$ cat config.mk
export PLATFORM = sky130hd
export DESIGN_NAME = regfile_write_arbiter
export DESIGN_NICKNAME = d
export VERILOG_FILES = /design/src/rtl/regfile_pkg.sv /design/src/rtl/rr_arbiter.sv /design/src/rtl/regfile_write_arbiter.sv
export SDC_FILE = /design/constraint.sdc
export NUM_CORES = 1
export LEC_CHECK = 0
export CAP_MARGIN = 20
export CORE_ASPECT_RATIO = 0.9
export CORE_MARGIN = 4
export CORE_UTILIZATION = 57
export DETAILED_ROUTE_END_ITERATION = 10
export DONT_BUFFER_PORTS = 1
export GPL_TIMING_DRIVEN = 0
export PLACE_DENSITY = 0.85
export SETUP_SLACK_MARGIN = 0.4
export SYNTH_ARGS = -nofsm -noshare
export SYNTH_HDL_FRONTEND = slang
export SYNTH_SLANG_ARGS = --single-unit
$ cat constraint.sdc
create_clock -name CLK -period 2.8 [get_ports CLK]
set_input_delay 0.28 -clock CLK [delete_from_list [all_inputs] [get_ports CLK]]
set_output_delay 0.28 -clock CLK [all_outputs]
set_load 0.005 [all_outputs]
$ cat src/rtl/regfile_pkg.sv
// Shared register-file constants and the write-command classification used by
// the writeback arbiter.
package regfile_pkg;

    localparam int ADDR_W  = 4;
    localparam int DATA_W  = 32;
    localparam int N_REG   = 16;
    localparam int PC_ADDR = 15;

    typedef enum logic [1:0] {
        WR_NONE = 2'd0,
        WR_REG  = 2'd1,
        WR_PC   = 2'd2
    } wr_kind_e;

endpackage

$ cat src/rtl/rr_arbiter.sv
// Round-robin arbiter: one-hot combinational grant, rotating pointer advanced
// past each granted source.
module rr_arbiter #(
    parameter int N = 3
) (
    input  logic         clk_i,
    input  logic         rst_i,
    input  logic [N-1:0] req_i,
    input  logic         en_i,
    output logic [N-1:0] gnt_o
);
    import regfile_pkg::*;

    localparam int PW = (N > 1) ? $clog2(N) : 1;

    logic [PW-1:0] ptr_q, ptr_d;
    logic [PW-1:0] sel;
    logic          found;
    logic [N-1:0]  gnt;
    logic [PW:0]   sum;
    logic [PW:0]   nxt;

    // Search starts at ptr_q and wraps modulo N; first requester wins.
    always_comb begin
        gnt   = '0;
        sel   = '0;
        found = 1'b0;
        sum   = '0;
        for (int k = 0; k < N; k++) begin
            sum = {1'b0, ptr_q} + (PW+1)'(k);
            if (sum >= (PW+1)'(N)) begin
                sum = sum - (PW+1)'(N);
            end
            if (!found && req_i[sum[PW-1:0]]) begin
                found = 1'b1;
                sel   = sum[PW-1:0];
            end
        end
        if (found && en_i && !rst_i) begin
            gnt[sel] = 1'b1;
        end
    end

    always_comb begin
        nxt   = {1'b0, sel} + (PW+1)'(1);
        ptr_d = ptr_q;
        if (found && en_i) begin
            ptr_d = (nxt == (PW+1)'(N)) ? '0 : nxt[PW-1:0];
        end
    end

    always_ff @(posedge clk_i or posedge rst_i) begin
        if (rst_i) begin
            ptr_q <= '0;
        end else begin
            ptr_q <= ptr_d;
        end
    end

    assign gnt_o = gnt;

endmodule

$ cat src/rtl/regfile_write_arbiter.sv
// Shares the register-file write port among N_REQ writeback sources; writes to
// the PC address are diverted to a separate PC update strobe.
module regfile_write_arbiter #(
    parameter int N_REQ   = 3,
    parameter int ADDR_W  = regfile_pkg::ADDR_W,
    parameter int DATA_W  = regfile_pkg::DATA_W,
    parameter int PC_ADDR = regfile_pkg::PC_ADDR,
    parameter int CNT_W   = 16
) (
    input  logic                     CLK,
    input  logic                     RST,
    input  logic [N_REQ-1:0]         REQ,
    input  logic [N_REQ*ADDR_W-1:0]  ADDR,
    input  logic [N_REQ*DATA_W-1:0]  DATA,
    input  logic                     HOLD,
    output logic [N_REQ-1:0]         GNT,
    output logic [ADDR_W-1:0]        A3,
    output logic [DATA_W-1:0]        WD3,
    output logic                     WE3,
    output logic                     PC_WE,
    output logic [DATA_W-1:0]        PC_WD,
    output logic [CNT_W-1:0]         CONFLICTS
);
    import regfile_pkg::*;

    function automatic logic multi_req(input logic [N_REQ-1:0] r);
        return (r & (r - N_REQ'(1))) != '0;
    endfunction

    logic [N_REQ-1:0]  gnt;
    logic [ADDR_W-1:0] sel_addr;
    logic [DATA_W-1:0] sel_data;
    wr_kind_e          kind;

    logic              we3_q, we3_d;
    logic [ADDR_W-1:0] a3_q, a3_d;
    logic [DATA_W-1:0] wd3_q, wd3_d;
    logic              pc_we_q, pc_we_d;
    logic [DATA_W-1:0] pc_wd_q, pc_wd_d;
    logic [CNT_W-1:0]  cnt_q, cnt_d;

    rr_arbiter #(.N(N_REQ)) u_arb (
        .clk_i (CLK),
        .rst_i (RST),
        .req_i (REQ),
        .en_i  (~HOLD),
        .gnt_o (gnt)
    );

    // Grant is one-hot, so an OR-mux selects the winning source's payload.
    always_comb begin
        sel_addr = '0;
        sel_data = '0;
        for (int i = 0; i < N_REQ; i++) begin
            if (gnt[i]) begin
                sel_addr = sel_addr | ADDR[i*ADDR_W +: ADDR_W];
                sel_data = sel_data | DATA[i*DATA_W +: DATA_W];
            end
        end
        if (gnt == '0) begin
            kind = WR_NONE;
        end else if (sel_addr == ADDR_W'(PC_ADDR)) begin
            kind = WR_PC;
        end else begin
            kind = WR_REG;
        end
    end

    always_comb begin
        we3_d   = (kind == WR_REG);
        a3_d    = (kind == WR_REG) ? sel_addr : a3_q;
        wd3_d   = (kind == WR_REG) ? sel_data : wd3_q;
        pc_we_d = (kind == WR_PC);
        pc_wd_d = (kind == WR_PC) ? sel_data : pc_wd_q;
        cnt_d   = cnt_q;
        if (!HOLD && multi_req(REQ) && (cnt_q != '1)) begin
            cnt_d = cnt_q + CNT_W'(1);
        end
    end

    always_ff @(posedge CLK or posedge RST) begin
        if (RST) begin
            we3_q   <= 1'b0;
            a3_q    <= '0;
            wd3_q   <= '0;
            pc_we_q <= 1'b0;
            pc_wd_q <= '0;
            cnt_q   <= '0;
        end else begin
            we3_q   <= we3_d;
            a3_q    <= a3_d;
            wd3_q   <= wd3_d;
            pc_we_q <= pc_we_d;
            pc_wd_q <= pc_wd_d;
            cnt_q   <= cnt_d;
        end
    end

    assign GNT       = gnt;
    assign WE3       = we3_q;
    assign A3        = a3_q;
    assign WD3       = wd3_q;
    assign PC_WE     = pc_we_q;
    assign PC_WD     = pc_wd_q;
    assign CONFLICTS = cnt_q;

endmodule
* Yosys cells after proc, flatten, opt, wreduce, memory -nomap -nowiden
Cells that the tools add are included.
Cells by class: muxes and demuxes 27, bitwise logic cells 6, eq/ne operators 5, reduce and logical (&&, ||, !) cells 13, $add $sub $neg 8, order comparisons 8
Operators with widths (number):
- two-way mux 32 bit | 3
- bitwise OR 32 bit | 2
- two-way mux 2 bit | 9
- adder 16 x 1 -> 16 bit, second input constant | 1
- != test 16 bit, second input constant | 1
- < comparator 2 x 3 -> 1 bit, second input constant | 4
- two-way mux 4 bit | 3
- bitwise OR 4 bit | 2
- logical AND 1 bit | 7
- two-way mux 1 bit | 7
- adder 2 x 1 -> 3 bit, second input constant | 2
- binary-select mux 1 bit (select 2 bit) | 3
- greater-or-equal comparator 3 x 2 -> 1 bit, second input constant | 2
- subtractor 2 bit, second input constant | 3
- equality test 4 bit, second input constant | 1
- zero test 1 bit | 4
- adder 2 x 2 -> 3 bit, second input constant | 1
- AND 3 bit | 1
- equality test 3 x 2 -> 1 bit, second input constant | 1
- zero test 3 bit | 1
- two-way mux 3 bit | 1
- nonzero test 3 bit | 1
- subtractor 3 x 1 -> 3 bit, second input constant | 1
- demux 1 bit (select 2 bit) | 1
- other kinds (5) | 5
Word-level totals: word-level logic and storage cells 74, register bits after elaboration 88, input bits 114, output and inout bits 89

* Longest topological paths before layout
word-level depth 25, gate-level depth with buffers 11, depth with buffers taken out 9

* Cells and area by module
A second synthesis with hierarchy kept.
Unflattened totals: cell total of the unflattened synthesis 410, area total of the unflattened synthesis 4190.3 sq um
By module, submodules not included:
- regfile_write_arbiter | seq. area each 2152.1 sq um, area each 3702.3 sq um, instances 1, cells an instance 348
- rr_arbiter | seq. area each 50.0 sq um, area each 488.0 sq um, instances 1, cells an instance 62

* Least setup slack after synthesis
OpenSTA, ideal clock, no wires.
path kind reg-to-reg, from register u_arb.ptr_q[0], to register a3_q[2], in the netlist A3[2], period minus slack after synthesis 2.979 ns, library setup time 0.128 ns, path slack -0.179 ns, buffers on the path 2, required time 2.672 ns, arrival time 2.851 ns, cell stages (with the launch flop) 12, path through dfrtp_1 -> inv_1 -> ha_1 -> nand2b_1 -> a21o_1 -> a41oi_2 -> buf_2 -> mux2i_1 -> o2bb2ai_2 -> a41oi_4 -> buf_6 -> mux2_1
Between the ends: word-level cells in the longest chain between the ends 25, elaborated cells between the ends (all ways) 45, classes of those cells add/sub (5); order compare (5); eq/ne (2); mux (23); bitwise (2); reduce/logical (8)
Ends and longest elaborated chain:
- start, declared | RTL line rr_arbiter.sv:16 | logic [PW-1:0] ptr_q, ptr_d;
- start signal, assigned | RTL line rr_arbiter.sv:56 | ptr_q <= ptr_d;
- parallel branches: the longest is 15 deep, another holds adder 2 x 1 -> 3 bit
- two-way mux 3 bit * | RTL line rr_arbiter.sv:39 | if (found && en_i && !rst_i) begin
- two-way mux 4 bit | RTL line regfile_write_arbiter.sv:55 | if (gnt[i]) begin
- bitwise OR 4 bit | RTL line regfile_write_arbiter.sv:56 | sel_addr = sel_addr | ADDR[i*ADDR_W +: ADDR_W];
- two-way mux 4 bit | RTL line regfile_write_arbiter.sv:55
- bitwise OR 4 bit | RTL line regfile_write_arbiter.sv:56
- two-way mux 4 bit | RTL line regfile_write_arbiter.sv:55
- equality test 4 bit | RTL line regfile_write_arbiter.sv:62 | end else if (sel_addr == ADDR_W'(PC_ADDR)) begin
- two-way mux 2 bit | RTL line regfile_write_arbiter.sv:62
- two-way mux 2 bit | RTL line regfile_write_arbiter.sv:60 | if (gnt == '0) begin
- equality test 2 x 1 -> 1 bit | RTL line regfile_write_arbiter.sv:71 | a3_d = (kind == WR_REG) ? sel_addr : a3_q;
- end signal, assigned | RTL line regfile_write_arbiter.sv:84 | a3_q <= '0;
- end signal, assigned | RTL line regfile_write_arbiter.sv:91 | a3_q <= a3_d;
- end, declared | RTL line regfile_write_arbiter.sv:36 | logic [ADDR_W-1:0] a3_q, a3_d;
Every way passes the cells marked *. The select of a mux whose other input is x is not followed. A chain may end at the register's enable or synchronous reset.

* Final worst setup path
from register u_arb.ptr_q[0], to register pc_wd_q[22], in the netlist PC_WD[22]
Between the ends: word-level cells in the longest chain between the ends 25, elaborated cells between the ends (all ways) 50, classes of those cells add/sub (5); order compare (5); eq/ne (2); mux (26); bitwise (4); reduce/logical (8)
Ends and longest elaborated chain:
- parallel branches: the longest is 15 deep, another holds adder 2 x 1 -> 3 bit
- two-way mux 3 bit * | RTL line rr_arbiter.sv:39
- two-way mux 4 bit | RTL line regfile_write_arbiter.sv:55
- bitwise OR 4 bit | RTL line regfile_write_arbiter.sv:56
- two-way mux 4 bit | RTL line regfile_write_arbiter.sv:55
- bitwise OR 4 bit | RTL line regfile_write_arbiter.sv:56
- two-way mux 4 bit | RTL line regfile_write_arbiter.sv:55
- equality test 4 bit | RTL line regfile_write_arbiter.sv:62
- two-way mux 2 bit | RTL line regfile_write_arbiter.sv:62
- two-way mux 2 bit | RTL line regfile_write_arbiter.sv:60
- equality test 2 bit | RTL line regfile_write_arbiter.sv:74 | pc_wd_d = (kind == WR_PC) ? sel_data : pc_wd_q;
- end signal, assigned | RTL line regfile_write_arbiter.sv:94 | pc_wd_q <= pc_wd_d;
- end, declared | RTL line regfile_write_arbiter.sv:39 | logic [DATA_W-1:0] pc_wd_q, pc_wd_d;
Marked as above.

==> impl_results.md <==
- Status: finished with violations
- Failing checks: negative setup slack
- Drc violations: 0
- Routed Antenna Nets: 0
- Initial Util: 58.8%
- CTS buffer count: 9
- Clk_skew: 0.0110 ns
- RSZ-0062 raised after global routing: yes
- Fin crit period: 2.95 ns
- Syn Area/Cell: 11.8 um^2
- Initial antenna violation count: 0
- Area grow syn2layout: 29.7%
- Synth warn: 0
- Crit path kind: flip-flop to flip-flop
- Max-cap viol count: 0
- Cells after DPL: 474
- FP Rows: 30
- Global-route wire length before repair: 18.2 mm
- Die area: 0.00927 mm^2
- Arrival @ worst endpoint: 3.19 ns
- IR Drop Worst-Case VDD: 0.502 mV
- Required time of the critical path: 3.04 ns
- Seq/Total Area, Yosys: 49.6%
- Layout cells sized above 1: 38.7%
- Gr usage total: 25.7%
- Synth cell types: 38
- Core box area: 0.00754 mm^2
- Drt pass-1 iters: 4
- Vias in the first global route: 3409
- Final setup margin: -0.149 ns
- Final hold viol count: 0
- Ys flop type: dfrtp_1
- IO Port Bufs: 0
- Leak: 0.00283 uW
- Root Buffer Master: clkbuf_8
- Max H-tree Level: 3
- Clk sink count: 88
- Clk_lat worst skew: 0.35 ns
- IO Pins: 203
- CTS tree: yes
- Element type at the critical path end: flip-flop
- Nets@finish: 546
- Vias per cell: 6.04
- Final Core Density: 76.3%
- Cells after Synth: 376
- Routed WL per cell: 23.7 um
- Clock slew at the register clock pins of the worst setup and hold paths: 0.10 ns
- Tightest Pin Transition: 0.446 ns
- PwrDens: 911 mW/mm^2
- Clock Path Buffers: 2
- Slew Viols, Final: 0
- CP max FO: 10
- Final GP Congestion: 0.826
- Post-synth EDFFs: 0
- Post-synthesis register bit count: 88
- Total gr overflow: 0
- DRT iter0 DRCs: 103
- Total chip power: 5240 uW
- Die H: 91.7 um
- Setup TNS: -7.88 ns
- Detailed-route via count: 3189
- Syn Nets: 495
- Slew Limit Headroom: 70.3%
- Pin count of the biggest net entering global routing: 43
- Die width: 101 um
- Highest clock rate: 0.339 GHz
- Final HPWL DP: 8.37 mm
- Setup-failing EPs final: 67
- Drt total wl: 12.5 mm
- Post-synth ARST share: 100%
- Min-delay worst type: input port to flip-flop
- # diodes: 0
- Netlist Area Pre-Place: 0.00444 mm^2
- Non-filler cells, final: 528
- Post-route clock period utilization: 105%
- Critical path launch point type: flip-flop
## critical path, stage by stage (launching register included)
cell and delay, ns:
dfrtp_2 0.46, inv_2 0.09, ha_4 0.23, nand2b_4 0.17, a21o_4 0.22, and4b_2 0.28, a211oi_4 0.23, buf_4 0.17
o2bb2ai_4 0.14, buf_6 0.14, nand4_4 0.18, buf_6 0.23, mux2_2 0.29
## report_power, final
group | switching, uW | internal [uW]
Clock | 481 | 513
Sequential | 317 | 1580
Combinational | 1020 | 1330
## logic make-up (layout without fill, tap and decap cells)
| kind of cell | Yosys count | after routing | share of synthesized area [%] |
|---|---|---|---|
| multiplexers | 104 | 104 | 25.3 |
| flip-flops | 88 | 88 | 49.6 |
| AND/OR/NAND/NOR | 81 | 81 | 8.37 |
| AO/OA/AOI/OAI | 57 | 57 | 9.44 |
| buffers and inverters | 26 | 82 | 2.87 |
| XOR/XNOR | 15 | 15 | 2.96 |
| adder cells (fa/ha/maj) | 5 | 5 | 1.41 |
## layout by cell type (no fill, tap or decap), types with 3 or more instances in the layout
master | Yosys | layout
nand3_1 | 8 | 7
a21oi_1 | 4 | 4
buf_12 | 0 | 7
buf_8 | 0 | 6
o21ai_0 | 35 | 30
nand2_1 | 44 | 43
mux2_4 | 0 | 33
inv_6 | 0 | 3
mux2i_1 | 37 | 34
nand2b_4 | 0 | 4
xor2_1 | 4 | 4
buf_16 | 0 | 3
dfrtp_1 | 88 | 86
o22a_1 | 3 | 3
xnor2_1 | 11 | 11
nand4_1 | 3 | 3
nor2_1 | 8 | 7
o2bb2ai_4 | 0 | 4
mux2_1 | 28 | 3
nor3_1 | 4 | 3
mux2_2 | 39 | 31
clkbuf_8 | 0 | 9
inv_1 | 9 | 5
o21ai_1 | 0 | 5
buf_6 | 3 | 15
nand2b_1 | 7 | 3
clkbuf_1 | 6 | 3
mux2i_4 | 0 | 3
buf_4 | 0 | 16
## metrics by stage
step                      instance area [um^2]  hold WS (ns)  setup WS [ns]
after floorplan                           4510         0.381       -0.00598
after global placement                    4630         0.388         -0.452
after detailed placement                  4670         0.174         -0.538
after CTS                                 5540       0.00266         -0.122
after global routing                      5760        0.0871         -0.234
final                                     5760        0.0792         -0.149
## layout make-up
| type | count | area, um^2 |
|---|---|---|
| Multi-Input combinational cell | 262 | 2460 |
| Sequential cell | 88 | 2200 |
| Fill cell | 474 | 1790 |
| Timing Repair Buffer | 40 | 487 |
| Buffer | 17 | 214 |
| Clock buffer | 9 | 124 |
| Tap cell | 96 | 120 |
| Clock inverter | 7 | 100 |
| Inverter | 9 | 42.5 |
## routing by layer
metal | global-route usage (%) | vias to the layer above | wire length (um)
li1 | - | 1437 | -
met1 | 31.2 | 1608 | 4800
met2 | 44.6 | 130 | 6730
met3 | 6.62 | 14 | 818
met4 | 7.53 | 0 | 187
met5 | 0 | - | 0
## registers in the layout (all words and copies together), names as in the netlist
name and flops:
u_arb.ptr_q 2, WD3 32, PC_WE 1, PC_WD 32
WE3 1, CONFLICTS 16, A3 4
## Yosys cell counts, drive strengths merged, types with 2 or more instances
library cell | number | area [um^2]
nand2b | 7 | 43.8
a41oi | 2 | 43.8
o22a | 3 | 26.3
nor2 | 8 | 30.0
and3 | 2 | 12.5
mux2 | 67 | 754
xnor2 | 11 | 96.3
dfrtp | 88 | 2200
nand4 | 4 | 31.3
o2bb2ai | 4 | 60.1
inv | 9 | 33.8
nand3 | 8 | 40.0
xor2 | 4 | 35.0
buf | 11 | 71.3
o21ai | 35 | 175
nor3 | 4 | 20.0
nor2b | 2 | 12.5
a21oi | 4 | 20.0
ha | 5 | 62.6
nand2 | 44 | 165
mux2i | 37 | 370
clkbuf | 6 | 22.5
## timing repair
action,4_1_cts,5_1_grt
cloned,4,1
hold buffers,1,1
resized for setup,90,27
pin swaps,13,9
hold endpoints to repair,15,1
setup endpoints to repair,73,75
setup buffers,25,6
## worst paths after layout
path,from,to,slack (ns),cells after the start
setup / recovery,u_arb.ptr_q[0],PC_WD[22],-0.15,12
hold / removal,HOLD,u_arb.ptr_q[1],0.08,3
setup reg to reg,u_arb.ptr_q[0],PC_WD[22],-0.15,12
hold reg to reg,CONFLICTS[5],CONFLICTS[5],0.52,1
max in group asynchronous,RST,PC_WD[2],1.84,3
min in group asynchronous,RST,WD3[8],0.42,2
Note: power is estimated with default switching activity, not from simulation.
